--- config.mk ---
export PLATFORM = sky130hd
export DESIGN_NAME = writeback_flat
export DESIGN_NICKNAME = d
export VERILOG_FILES = /design/src/rtl/writeback_pkg.sv /design/src/rtl/writeback_if.sv /design/src/rtl/writeback_sync_fifo.sv /design/src/rtl/writeback.sv /design/src/flat_wrapper.sv
export SDC_FILE = /design/constraint.sdc
export NUM_CORES = 1
export LEC_CHECK = 0
export CAP_MARGIN = 5
export CORE_MARGIN = 4
export CORE_UTILIZATION = 51
export DETAILED_ROUTE_END_ITERATION = 8
export HOLD_SLACK_MARGIN = 0.05
export PLACE_DENSITY = 0.8
export SETUP_SLACK_MARGIN = 0.2
export SLEW_MARGIN = 0
export SYNTH_ARGS = -nofsm -noshare
export SYNTH_HDL_FRONTEND = slang
export SYNTH_HIERARCHICAL = 1
export SYNTH_SLANG_ARGS = --single-unit
--- constraint.sdc ---
create_clock -name clk -period 4 [get_ports clk]
set_input_delay 0.8 -clock clk [delete_from_list [all_inputs] [get_ports clk]]
set_output_delay 0.8 -clock clk [all_outputs]
set_load 0.02 [all_outputs]
--- src/rtl/writeback_pkg.sv ---
// Shared widths and the register-file write request type for the writeback stage.
package writeback_pkg;

    localparam int DATA_W = 16;
    localparam int REG_AW = 3;

    localparam logic [REG_AW-1:0] R7_ADDR = 3'd7;

    typedef struct packed {
        logic [REG_AW-1:0] dest;
        logic [DATA_W-1:0] data;
    } wr_req_t;

endpackage

--- src/rtl/writeback_if.sv ---
// Pipeline-facing bundle of the writeback stage: ALU/load inputs, R7 update, RF write outputs.
interface writeback_if
    import writeback_pkg::*;
#(
    parameter int LD_DEPTH = 4
) ();

    localparam int LCW = $clog2(LD_DEPTH) + 1;

    logic              alu_valid;
    logic [REG_AW-1:0] alu_dest;
    logic [DATA_W-1:0] alu_data;
    logic              ld_issue;
    logic [REG_AW-1:0] ld_dest;
    logic              mem_rvalid;
    logic [DATA_W-1:0] mem_rdata;
    logic              set_r7;
    logic [DATA_W-1:0] r7_value;

    logic              wren;
    logic [REG_AW-1:0] write_addr;
    logic [DATA_W-1:0] new_reg;
    logic [DATA_W-1:0] r7;
    logic              stall;
    logic [LCW-1:0]    ld_pending;
    logic              err;

    modport master (
        output alu_valid, alu_dest, alu_data,
        output ld_issue, ld_dest,
        output mem_rvalid, mem_rdata,
        output set_r7, r7_value,
        input  wren, write_addr, new_reg, r7, stall, ld_pending, err
    );

    modport slave (
        input  alu_valid, alu_dest, alu_data,
        input  ld_issue, ld_dest,
        input  mem_rvalid, mem_rdata,
        input  set_r7, r7_value,
        output wren, write_addr, new_reg, r7, stall, ld_pending, err
    );

endinterface

--- src/rtl/writeback_sync_fifo.sv ---
// Small synchronous FIFO with show-ahead head; push while full is accepted only alongside a pop.
module sync_fifo #(
    parameter int WIDTH = 8,
    parameter int DEPTH = 4
) (
    input  logic                       clk,
    input  logic                       rst,
    input  logic                       push,
    input  logic                       pop,
    input  logic [WIDTH-1:0]           din,
    output logic [WIDTH-1:0]           dout,
    output logic                       full,
    output logic                       empty,
    output logic [$clog2(DEPTH):0]     count
);

    localparam int AW = $clog2(DEPTH);
    localparam int CW = AW + 1;

    logic [WIDTH-1:0] mem [DEPTH];
    logic [AW-1:0]    wr_ptr;
    logic [AW-1:0]    rd_ptr;
    logic [CW-1:0]    cnt_q;
    logic             do_push;
    logic             do_pop;

    assign empty   = (cnt_q == '0);
    assign full    = (cnt_q == CW'(DEPTH));
    assign do_pop  = pop & ~empty;
    assign do_push = push & (~full | do_pop);
    assign dout    = mem[rd_ptr];
    assign count   = cnt_q;

    always_ff @(posedge clk) begin
        if (rst) begin
            wr_ptr <= '0;
            rd_ptr <= '0;
            cnt_q  <= '0;
        end else begin
            if (do_push) wr_ptr <= wr_ptr + 1'b1;
            if (do_pop)  rd_ptr <= rd_ptr + 1'b1;
            case ({do_push, do_pop})
                2'b10:   cnt_q <= cnt_q + 1'b1;
                2'b01:   cnt_q <= cnt_q - 1'b1;
                default: cnt_q <= cnt_q;
            endcase
        end
    end

    // Storage needs no reset; the pointers define what is valid.
    always_ff @(posedge clk) begin
        if (do_push) mem[wr_ptr] <= din;
    end

endmodule

--- src/rtl/writeback.sv ---
// Register-file write side: merges in-order load returns with ALU results, one RF write per cycle, owns R7.
module writeback
    import writeback_pkg::*;
#(
    parameter int LD_DEPTH = 4,
    parameter int Q_DEPTH  = 2
) (
    input  logic       clk,
    input  logic       rst,
    writeback_if.slave bus
);

    localparam int LCW = $clog2(LD_DEPTH) + 1;
    localparam int QCW = $clog2(Q_DEPTH) + 1;

    logic [REG_AW-1:0] tag_head;
    logic              tag_full;
    logic              tag_empty;
    logic [LCW-1:0]    tag_count;

    wr_req_t           hold_head;
    wr_req_t           hold_din;
    logic              hold_full;
    logic              hold_empty;
    logic [QCW-1:0]    hold_count;

    logic              ld_pop;
    logic              hold_pop;
    logic              alu_bypass;
    logic              alu_enq;
    logic              win_valid;
    wr_req_t           win;
    logic              win_rf;
    logic              win_r7;
    logic              err_set;

    logic              wren_q;
    logic [REG_AW-1:0] addr_q;
    logic [DATA_W-1:0] data_q;
    logic [DATA_W-1:0] r7_q;
    logic              err_q;

    sync_fifo #(
        .WIDTH (REG_AW),
        .DEPTH (LD_DEPTH)
    ) u_tag_fifo (
        .clk   (clk),
        .rst   (rst),
        .push  (bus.ld_issue),
        .pop   (bus.mem_rvalid),
        .din   (bus.ld_dest),
        .dout  (tag_head),
        .full  (tag_full),
        .empty (tag_empty),
        .count (tag_count)
    );

    sync_fifo #(
        .WIDTH ($bits(wr_req_t)),
        .DEPTH (Q_DEPTH)
    ) u_hold_q (
        .clk   (clk),
        .rst   (rst),
        .push  (alu_enq),
        .pop   (hold_pop),
        .din   (hold_din),
        .dout  (hold_head),
        .full  (hold_full),
        .empty (hold_empty),
        .count (hold_count)
    );

    assign ld_pop = bus.mem_rvalid & ~tag_empty;

    // Load returns cannot be back-pressured, so they always win; queued ALU results drain before any bypass.
    always_comb begin
        win_valid  = 1'b0;
        win        = '0;
        hold_pop   = 1'b0;
        alu_bypass = 1'b0;
        if (ld_pop) begin
            win_valid = 1'b1;
            win.dest  = tag_head;
            win.data  = bus.mem_rdata;
        end else if (!hold_empty) begin
            win_valid = 1'b1;
            win       = hold_head;
            hold_pop  = 1'b1;
        end else if (bus.alu_valid) begin
            win_valid  = 1'b1;
            win.dest   = bus.alu_dest;
            win.data   = bus.alu_data;
            alu_bypass = 1'b1;
        end
    end

    assign alu_enq  = bus.alu_valid & ~alu_bypass;
    assign hold_din = '{dest: bus.alu_dest, data: bus.alu_data};

    assign win_r7 = win_valid & (win.dest == R7_ADDR);
    assign win_rf = win_valid & (win.dest != R7_ADDR);

    assign err_set = (bus.ld_issue & tag_full & ~ld_pop)
                   | (bus.mem_rvalid & tag_empty)
                   | (alu_enq & hold_full & ~hold_pop);

    always_ff @(posedge clk) begin
        if (rst) begin
            wren_q <= 1'b0;
            addr_q <= '0;
            data_q <= '0;
            r7_q   <= '0;
            err_q  <= 1'b0;
        end else begin
            wren_q <= win_rf;
            if (win_rf) begin
                addr_q <= win.dest;
                data_q <= win.data;
            end
            // set_r7 comes from a younger instruction than any retiring write.
            if (bus.set_r7) begin
                r7_q <= bus.r7_value;
            end else if (win_r7) begin
                r7_q <= win.data;
            end
            if (err_set) err_q <= 1'b1;
        end
    end

    assign bus.wren       = wren_q;
    assign bus.write_addr = addr_q;
    assign bus.new_reg    = data_q;
    assign bus.r7         = r7_q;
    assign bus.err        = err_q;
    assign bus.ld_pending = tag_count;
    assign bus.stall      = (tag_count == LCW'(LD_DEPTH)) | (hold_count == QCW'(Q_DEPTH));

endmodule

--- src/flat_wrapper.sv ---
// flat-port wrapper written by rule: the top's interface ports become plain ports
module writeback_flat import writeback_pkg::*;
#(
    parameter int LD_DEPTH = 4,
    parameter int Q_DEPTH  = 2
)
  (clk, rst, bus_alu_valid, bus_alu_dest, bus_alu_data, bus_ld_issue, bus_ld_dest, bus_mem_rvalid, bus_mem_rdata, bus_set_r7, bus_r7_value, bus_wren, bus_write_addr, bus_new_reg, bus_r7, bus_stall, bus_ld_pending, bus_err);
  writeback_if #(.LD_DEPTH(LD_DEPTH)) bus_i ();
  input  logic clk;
  input  logic rst;
  input wire logic [$bits(bus_i.alu_valid)-1:0] bus_alu_valid;
  input wire logic [$bits(bus_i.alu_dest)-1:0] bus_alu_dest;
  input wire logic [$bits(bus_i.alu_data)-1:0] bus_alu_data;
  input wire logic [$bits(bus_i.ld_issue)-1:0] bus_ld_issue;
  input wire logic [$bits(bus_i.ld_dest)-1:0] bus_ld_dest;
  input wire logic [$bits(bus_i.mem_rvalid)-1:0] bus_mem_rvalid;
  input wire logic [$bits(bus_i.mem_rdata)-1:0] bus_mem_rdata;
  input wire logic [$bits(bus_i.set_r7)-1:0] bus_set_r7;
  input wire logic [$bits(bus_i.r7_value)-1:0] bus_r7_value;
  output wire logic [$bits(bus_i.wren)-1:0] bus_wren;
  output wire logic [$bits(bus_i.write_addr)-1:0] bus_write_addr;
  output wire logic [$bits(bus_i.new_reg)-1:0] bus_new_reg;
  output wire logic [$bits(bus_i.r7)-1:0] bus_r7;
  output wire logic [$bits(bus_i.stall)-1:0] bus_stall;
  output wire logic [$bits(bus_i.ld_pending)-1:0] bus_ld_pending;
  output wire logic [$bits(bus_i.err)-1:0] bus_err;
  assign bus_i.alu_valid = bus_alu_valid;
  assign bus_i.alu_dest = bus_alu_dest;
  assign bus_i.alu_data = bus_alu_data;
  assign bus_i.ld_issue = bus_ld_issue;
  assign bus_i.ld_dest = bus_ld_dest;
  assign bus_i.mem_rvalid = bus_mem_rvalid;
  assign bus_i.mem_rdata = bus_mem_rdata;
  assign bus_i.set_r7 = bus_set_r7;
  assign bus_i.r7_value = bus_r7_value;
  assign bus_wren = bus_i.wren;
  assign bus_write_addr = bus_i.write_addr;
  assign bus_new_reg = bus_i.new_reg;
  assign bus_r7 = bus_i.r7;
  assign bus_stall = bus_i.stall;
  assign bus_ld_pending = bus_i.ld_pending;
  assign bus_err = bus_i.err;
  writeback #(.LD_DEPTH(LD_DEPTH), .Q_DEPTH(Q_DEPTH)) u_core (.clk(clk), .rst(rst), .bus(bus_i));
endmodule
==> results by group <==
Floorplanning
  • Core box area: 9200 sq um
  • Initial Util: between 50% and 60%
  • Site Rows: 35
  • Die area: between 10000 and 15000 sq um
  • Die height: approximately 110 um
  • Die X: roughly 110 um
  • IO Count: a little over 100

Routing
  • Vias: 3590
  • Routed WL per cell: between 15 and 20 um
  • Vias per inst: 5.71
  • Antenna viol nets, final: 0
  • Pre-antenna DRT Iters: 4
  • DRT Wirelength: around 12000 um
  • Initial DRC Count: 165
  • DRC violations left: 0

Timing
  • RSZ-0062 raised after global routing: no
  • Final setup TNS: 0 ps
  • Slew margin rel.: between 10% and 20%
  • Final-report hold violation count: 0
  • Worst slew pin tran: 1250 ps
  • Maximum clock rate: about 0.33 GHz
  • Fin crit share: between 70% and 80%
  • Slew Limit Fails: 0
  • Fin crit period: between 3000 and 4000 ps
  • Clk_skew: 14.0 ps
  • Hold_ws: about 480 ps
  • # setup viols final: 0

Placement
  • # port buffers: 100
  • Placer Congestion: roughly 0.80
  • Final HPWL DP: between 8000 and 9000 um
  • Post-DP Area: a little under 6000 sq um

Worst setup path
  • Critical path endpoint category: flop
  • Crit-path max FO: 17
  • CP Class: in -> reg
  • Worst setup SP type: input port
  • CP arrival: between 3000 and 4000 ps
  • WP data required: around 4300 ps

Finish
  • Utilization after layout: about two thirds
  • Synthesis-to-layout area growth: 25.2%
  • Filler cells: between 700 and 800
  • Design Area, Final: around 6000 sq um
  • Max reg flops: 38
  • Diode count: 0
  • Final net count: 579
  • Layout cells sized above 1: between 10% and 20%

Global routing
  • Vias in the first global route: between 3k and 4k
  • GRT Total Usage: between 20% and 30%
  • Antenna violations before repair: 0
  • Largest net degree at the start of global routing: 50
  • GR Overflow Total: 0
  • First-pass GRT wire length: ~18000 um

Clock network
  • CTS max path bufs: 2
  • Clk_lat worst skew: 370 ps
  • Clk pin slew, worst setup/hold paths: ~100 ps
  • Clock Sinks: 101
  • Clk root buf: clkbuf_8
  • Num CTS Buffers: 9
  • Setup Buffers After CTS: 0
  • H-tree Lvls: 3
  • TritonCTS clock tree: built
  • CTS resizes: 0
  • CTS Hold Bufs: 0

Min path
  • Hold Crit Class: reg -> reg

Logic synthesis
  • Synth top area share: between 30 and 40%
  • Dominant cell type by area after synthesis: edfxtp_1
  • Synth unique cells: 47
  • Main area contributors after synthesis: edfxtp_1 (31%), dfxtp_1 (21%), nand2b_1 (4.7%)
  • Avg Inst Size Synth: around 11 sq um
  • Post-Syn Area: between 4000 and 5000 sq um
  • Synth warnings: 6
  • Seq/Total Area, Yosys: 52.5%
  • Syn_nets: roughly 490
  • Cells after synthesis: around 420
  • Post-synthesis register bit count: 101

Job
  • Max cap viols: 0

Pwr
  • Power per Cell Area: between 500 and 600 nW/um^2
  • Leakage: 2.20 nW
  • Peak VDD IR: 290 uV

Run status
  • Status: finished, final reports clean
where the power goes:
group	total, mW	internal [mW]	switching, mW
registers	1.42	1.30	0.119
logic	1.56	0.649	0.915
clock network	0.597	0.234	0.363
total	3.58	2.18	1.40
Yosys cell counts (all sizes together):
cell type   n
clkbuf      9
nor2       48
xor2        5
buf        17
or3         3
a32o        1
a31o        1
nand2       6
o21a        1
nor2b       2
dfxtp      51
edfxtp     50
and2b       2
o31ai       1
nor3b       1
a221oi     31
and2        6
ha          5
a32oi       1
a21o        1
a41o        1
mux2       21
a31oi      17
nand3       6
o21ai      22
nor3        2
mux4        3
fa          1
a21boi      2
nand2b     37
inv        32
mux2i      20
a21oi      13
per-layer routing:
layer	share of wire [%]	wire [um]	up-vias	track usage, %
met3	6.0	701	22	4.32
met1	41	4790	1752	24.4
met4	2.5	294	0	8.90
li1	-	-	1694	-
met2	50	5850	122	37.4
met5	0	0	-	0
cell type report:
type                            count  area (sq um)  share of cell area, %
Clock buffer                       10           128                   2.12
Clock inverter                      6          47.5                  0.791
Inverter                           32           120                   2.00
Multi-Input combinational cell    260          1990                   33.1
Sequential cell                   101          2520                   42.0
Tap cell                          111           139                   2.31
Timing Repair Buffer              109          1060                   17.7
through the flow:
step	power [mW]	worst slack, ps	instances
after CTS	3.59	1020	629
after floorplan	2.48	903	419
after global routing	3.79	780	629
after detailed placement	3.00	644	613
after global placement	2.95	740	613
final	3.58	954	629
worst paths after layout:
kind                            cells past startpoint  slack [ps]                  startpoint                  endpoint
worst max-delay path                                8         950              bus_mem_rvalid          u_core/bus.r7[4]
worst min-delay path                                2         480    u_core/bus.write_addr[1]  u_core/bus.write_addr[1]
worst max register to register                      8        1060  u_core/u_tag_fifo/count[1]          u_core/bus.r7[4]
worst min register to register                      2         480    u_core/bus.write_addr[1]  u_core/bus.write_addr[1]
layout by cell type (no fill, tap or decap), types with 6 or more instances in the layout:
| cell | Yosys | layout |
|---|---|---|
| a31oi_1 | 17 | 17 |
| dfxtp_1 | 51 | 51 |
| edfxtp_1 | 50 | 50 |
| clkdlybuf4s50_1 | 0 | 99 |
| inv_1 | 31 | 31 |
| a21oi_1 | 13 | 13 |
| nor2_1 | 48 | 48 |
| mux2i_1 | 19 | 19 |
| a221oi_1 | 20 | 20 |
| o21ai_0 | 11 | 11 |
| buf_4 | 5 | 9 |
| o21ai_1 | 9 | 9 |
| nand2b_1 | 36 | 36 |
| a221oi_2 | 11 | 11 |
| nand2_1 | 6 | 6 |
| mux2_2 | 19 | 19 |
| clkbuf_8 | 0 | 9 |
critical path, cell delays in order:
cell and delay (ps):
clkdlybuf4s50_1 510, nand2b_1 420, buf_4 320, mux2i_1 260
and2_1 380, buf_4 260, o21ai_0 120, a221oi_1 240
kinds of logic after synthesis:
family	count (synthesis)	share of synthesized area (%)
multiplexers	44	10.9
buffers and inverters	58	6.02
AND/OR/NAND/NOR	113	12.6
AO/OA/AOI/OAI	92	15.3
flip-flops	101	52.5
XOR/XNOR	5	0.912
adder cells (fa/ha/maj)	6	1.72
(Power assumes the default switching activity.)
